<file path="config.mk">
export PLATFORM = sky130hd
export DESIGN_NAME = joy_db15_tx
export DESIGN_NICKNAME = d
export VERILOG_FILES = /design/src/rtl/joy_db15_tx.sv
export SDC_FILE = /design/constraint.sdc
export NUM_CORES = 1
export LEC_CHECK = 0
export BUFFER_PORTS_ARGS = -buffer_cell sky130_fd_sc_hd__buf_2
export CORE_MARGIN = 5
export CORE_UTILIZATION = 50
export DETAILED_ROUTE_END_ITERATION = 6
export PLACE_DENSITY = 0.83
export RECOVER_POWER = 25
export SYNTH_ARGS = -nofsm -noshare
export SYNTH_HDL_FRONTEND = slang
export SYNTH_SLANG_ARGS = --single-unit
</file>
<file path="constraint.sdc">
create_clock -name clk_sys -period 1.8 [get_ports clk_sys]
set_input_delay 0.36 -clock clk_sys [delete_from_list [all_inputs] [get_ports clk_sys]]
set_output_delay 0.36 -clock clk_sys [all_outputs]
set_load 0.02 [all_outputs]
</file>
<file path="src/rtl/joy_db15_tx.sv">
// joy_db15_tx -- responder side of the serial SNAC DB15 joystick link.
// Emulates the adapter's parallel-in/serial-out chain: both players' buttons
// are captured while joy_load is low, then one bit per joy_clk rise is
// presented on joy_data (active-low). joy_clk/joy_load are asynchronous and
// are brought into clk_sys through two-flop synchronisers.
//
// Optional build macro: JOYDB15_TX_DEGLITCH_EN
//   When defined, each synchronised pin must hold a new level for three
//   cycles before it is accepted (pin-to-data latency 5 cycles, minimum
//   pin phase 4 cycles). When undefined, no filter is present.
//
// state    | meaning
// ---------+---------------------------------------------------------------
// ST_IDLE  | after reset; no frame captured yet, shift edges do not count
// ST_LOAD  | load strobe asserted; register follows the joystick inputs
// ST_SHIFT | frame in progress, 0 <= bit_count < BITS
// ST_FULL  | all BITS bits shifted; further edges shift in released (1) bits

module joy_db15_tx #(
   parameter int BITS = 24,
   parameter int CW   = 5
) (
   input  logic                clk_sys,
   input  logic                reset,
   input  logic [BITS/2-1:0]   joystick1,
   input  logic [BITS/2-1:0]   joystick2,
   input  logic                joy_clk,
   input  logic                joy_load,
   output logic                joy_data,
   output logic                frame_done,
   output logic                frame_abort,
   output logic [CW-1:0]       bit_count
);

   localparam logic [1:0] ST_IDLE  = 2'd0;
   localparam logic [1:0] ST_LOAD  = 2'd1;
   localparam logic [1:0] ST_SHIFT = 2'd2;
   localparam logic [1:0] ST_FULL  = 2'd3;

   localparam logic [CW-1:0] CNT_LAST = CW'(BITS - 1);

   logic            clk_s1, clk_s2;
   logic            load_s1, load_s2;
   logic            clk_f, load_f;
   logic            clk_q, load_q;
   logic [1:0]      state;
   logic [BITS-1:0] sr;
   logic            clk_rise;
   logic            load_fall;
   logic            counting;

   // Two-flop synchronisers; both pins idle high so reset to 1.
   always_ff @(posedge clk_sys) begin
      if (reset) begin
         clk_s1  <= 1'b1;
         clk_s2  <= 1'b1;
         load_s1 <= 1'b1;
         load_s2 <= 1'b1;
      end else begin
         clk_s1  <= joy_clk;
         clk_s2  <= clk_s1;
         load_s1 <= joy_load;
         load_s2 <= load_s1;
      end
   end

`ifdef JOYDB15_TX_DEGLITCH_EN
   logic clk_seen, load_seen;

   // Accept a new synchronised level only after it has been sampled on two
   // consecutive edges (three cycles counting the cycle it appeared), so a
   // single-cycle glitch never reaches the edge detectors.
   always_ff @(posedge clk_sys) begin
      if (reset) begin
         clk_f     <= 1'b1;
         clk_seen  <= 1'b0;
         load_f    <= 1'b1;
         load_seen <= 1'b0;
      end else begin
         if (clk_s2 != clk_f) begin
            if (clk_seen) begin
               clk_f    <= clk_s2;
               clk_seen <= 1'b0;
            end else begin
               clk_seen <= 1'b1;
            end
         end else begin
            clk_seen <= 1'b0;
         end
         if (load_s2 != load_f) begin
            if (load_seen) begin
               load_f    <= load_s2;
               load_seen <= 1'b0;
            end else begin
               load_seen <= 1'b1;
            end
         end else begin
            load_seen <= 1'b0;
         end
      end
   end
`else
   assign clk_f  = clk_s2;
   assign load_f = load_s2;
`endif

   assign clk_rise  = clk_f & ~clk_q;
   assign load_fall = ~load_f & load_q;
   // Edges only advance the counter once a frame has been captured.
   assign counting  = (state == ST_LOAD) || (state == ST_SHIFT);
   assign joy_data  = sr[0];

   // Edge-detect history flops.
   always_ff @(posedge clk_sys) begin
      if (reset) begin
         clk_q  <= 1'b1;
         load_q <= 1'b1;
      end else begin
         clk_q  <= clk_f;
         load_q <= load_f;
      end
   end

   // Frame sequencing: load is transparent and has priority over a
   // coincident shift edge; the shift chain fills with 1s (released).
   always_ff @(posedge clk_sys) begin
      if (reset) begin
         state       <= ST_IDLE;
         sr          <= '1;
         bit_count   <= '0;
         frame_done  <= 1'b0;
         frame_abort <= 1'b0;
      end else begin
         frame_done  <= 1'b0;
         frame_abort <= 1'b0;
         if (!load_f) begin
            state     <= ST_LOAD;
            sr        <= ~{joystick2, joystick1};
            bit_count <= '0;
            if (load_fall && (state == ST_SHIFT) && (bit_count != '0))
               frame_abort <= 1'b1;
         end else begin
            if (state == ST_LOAD)
               state <= ST_SHIFT;
            if (clk_rise) begin
               sr <= {1'b1, sr[BITS-1:1]};
               if (counting) begin
                  bit_count <= bit_count + 1'b1;
                  if (bit_count == CNT_LAST) begin
                     frame_done <= 1'b1;
                     state      <= ST_FULL;
                  end
               end
            end
         end
      end
   end

endmodule
</file>
==> flow_summary.toml <==
[status]
outcome = "complete, no violations"

[cts]
cts.repair.resized = 0
clk_pin_slew_ps = 70
cts_hold_buffers = 0
root_buffer = "clkbuf_8"
htreeDepth = 2
cts_tree = "done"
clock_sinks = 39
cts_buffer_depth = 2
clk_latency_ps = 290
post_cts_buffers = 0
cts_buffers = 5

[floorplan]
die_y_microns = 70.7
io_pins = 36
die-area_sq_um = 4990
core_sq_um = 3610
initial_utilization_pct = 51.0
fp-row-count = 22
die_x_microns = 70.7

[detailed_routing]
drt_first_pass_iters = 4
vias = 1487
drt_iter0_markers = 134
ant_nets = 0
wire_per_inst_microns = 11.6
post_drt_via_cell_ratio = 5.02
finalWirelength_microns = 3430
drcViolationCount = 0

[logic_synthesis]
async_flop_share_pct = 0
synth_area_sq_um = 1840
yosys_warnings = 0
ys_ff_latch = 39
yosysUniqueCellTypes = 28
synthFlopType = "dfxtp_1"
seq_area_frac_synth_pct = 42.4
synth_edf_count = 0
avgSynthCellArea_sq_um = 8.56
synthCells = 215
syn_nets = 248

[pwr]
p_leak_nw = 0.775
powerDensity_nw_per_um2 = 771
vdd_drop_max_mv = 0.453

[min_path]
hold_depth = 2
min_to = "clk_s1"
hp-start = "joy_clk"
hp-class = "in2reg"

[timing]
relSlewSlack_pct = 47.1
rsz0062_at_grt = "false"
setup_tns_ps = 0
clock_skew_ps = 4.99
hold_viol = 0
maxSlewViolCount = 0
tightest_slew_ps = 794
fin_crit_ps = 1550
timing.fmax_mhz = 646
fin_crit_sh_pct = 86.0
hold_slack_ps = 247
setup_viol = 0

[final_layout]
final_cells = 296
stdcell_area_sq_um = 2110
fin_util_pct = 58.5
fill_cells = 345
drive_above_1_share_pct = 28.2
top_regs = "sr x24, bit_count x5, state x2"
diodes = 0
largest_reg_flops = 24
nets = 281
area_growth_pct = 14.5
regMostFlops = "sr"

[placement]
post-place-cells = 289
place_area_sq_um = 2030
gp_congestion = 0.851
dpl.hpwl_microns = 2250
io_buffers = 35

[setup_path]
required_ps = 2020
r2r-start = "state[1]"
timing.rr.end = "state[0]"
crit_type = "reg2reg"
worstPathArrival_ps = 1760
endpoint_kind = "register"
start_kind = "register"
cp_max_fo = 5
timing.reg2reg.setup_slack_ps = 250
r2r_cells = 5

[global_routing]
grt_pass1_wl_microns = 5900
grt_overflow = 0
grt_max_degree = 49
grt_pass1_vias = 1429
grtUsageTotal_pct = 14.6
grt_antenna_before_repair = 0

[run]
maxCapViolations = 0
==> logic make-up after synthesis <==
family          synth area share, %
compound gates                 13.1
xor+xnor                      0.952
fa+ha+maj                      3.40
buf+inv                        5.64
flops                          42.4
simple gates                   34.5
==> metrics by stage <==
stage,setup slack [ps],total power [mW]
after floorplan,376,1.01
after global placement,322,1.05
after detailed placement,263,1.05
after CTS,241,1.64
after global routing,102,1.69
final,252,1.62
==> cells in the mapped netlist, types with 2 or more instances <==
cell	count	area (sq um)
nand2_1	49	184
dfxtp_1	39	781
nand2b_1	26	163
nor2b_1	22	138
a31o_2	20	175
clkbuf_1	8	30.0
or2_2	6	37.5
ha_1	5	62.6
inv_1	5	18.8
buf_6	4	45.0
nand3b_1	4	30.0
nor2_1	4	15.0
a21oi_1	3	15.0
a31o_1	3	26.3
or3_1	3	18.8
o21ai_0	2	10.0
==> worst max-delay path by stage <==
stage,to,start,slack (ps)
6_report,state[0],state[1],250
5_1_grt,sr[16],load_f,100
4_1_cts,state[0],state[1],240
3_5_place_dp,state[0],state[1],260
3_3_place_gp,state[0],state[1],320
2_1_floorplan,state[0],state[1],380
==> where the power goes <==
group / internal [mW] / total [mW] / leakage (nW) / switching (mW)
combinational: 0.0697 / 0.134 / 0.410 / 0.0641
sequential: 0.888 / 0.897 / 0.318 / 0.00861
clock: 0.300 / 0.594 / 0.0470 / 0.294
==> per-layer routing <==
layer / global-route usage (%) / part of all wire [%] / up-vias
met5: 0 / 0 / -
met4: 8.35 / 1.5 / 0
met3: 3.84 / 6.7 / 5
met2: 23.4 / 45 / 37
met1: 17.8 / 47 / 679
li1: - / - / 766
==> worst max-delay path, stage by stage, from the launching register on <==
cell and delay (ps):
dfxtp_1 360, inv_1 50, ha_1 350, nand4b_2 170
or3_1 390, a31oi_1 160
==> placed cells by master, fill, tap and decap left out <==
master	n
nand2_1	49
dfxtp_1	39
buf_2	31
nand2b_1	26
nor2b_1	22
a31o_2	20
or2_2	6
clkbuf_8	6
inv_1	5
ha_1	5
nor2_1	4
nand3b_1	4
clkbuf_1	4
buf_4	4
a31o_1	3
or3_1	3
a21oi_1	3
o21ai_0	2
nand4b_2	1
nor4b_1	1
nor3_1	1
a31oi_1	1
a21o_1	1
and2b_1	1
nand4b_1	1
xor2_1	1
nand3_1	1
xnor2_1	1
clkinv_2	1
clkbuf_2	1
==> area by class of cell <==
class | count | area [sq um] | share of cell area [%]
flip-flops and latches | 39 | 781 | 37.0
inverters | 5 | 18.8 | 0.890
multi-input cells | 157 | 956 | 45.3
well taps | 48 | 60.1 | 2.85
repair buffers | 40 | 205 | 9.73
clock inverters | 1 | 5.00 | 0.237
clock buffers | 6 | 82.6 | 3.92
(Power assumes the default switching activity.)
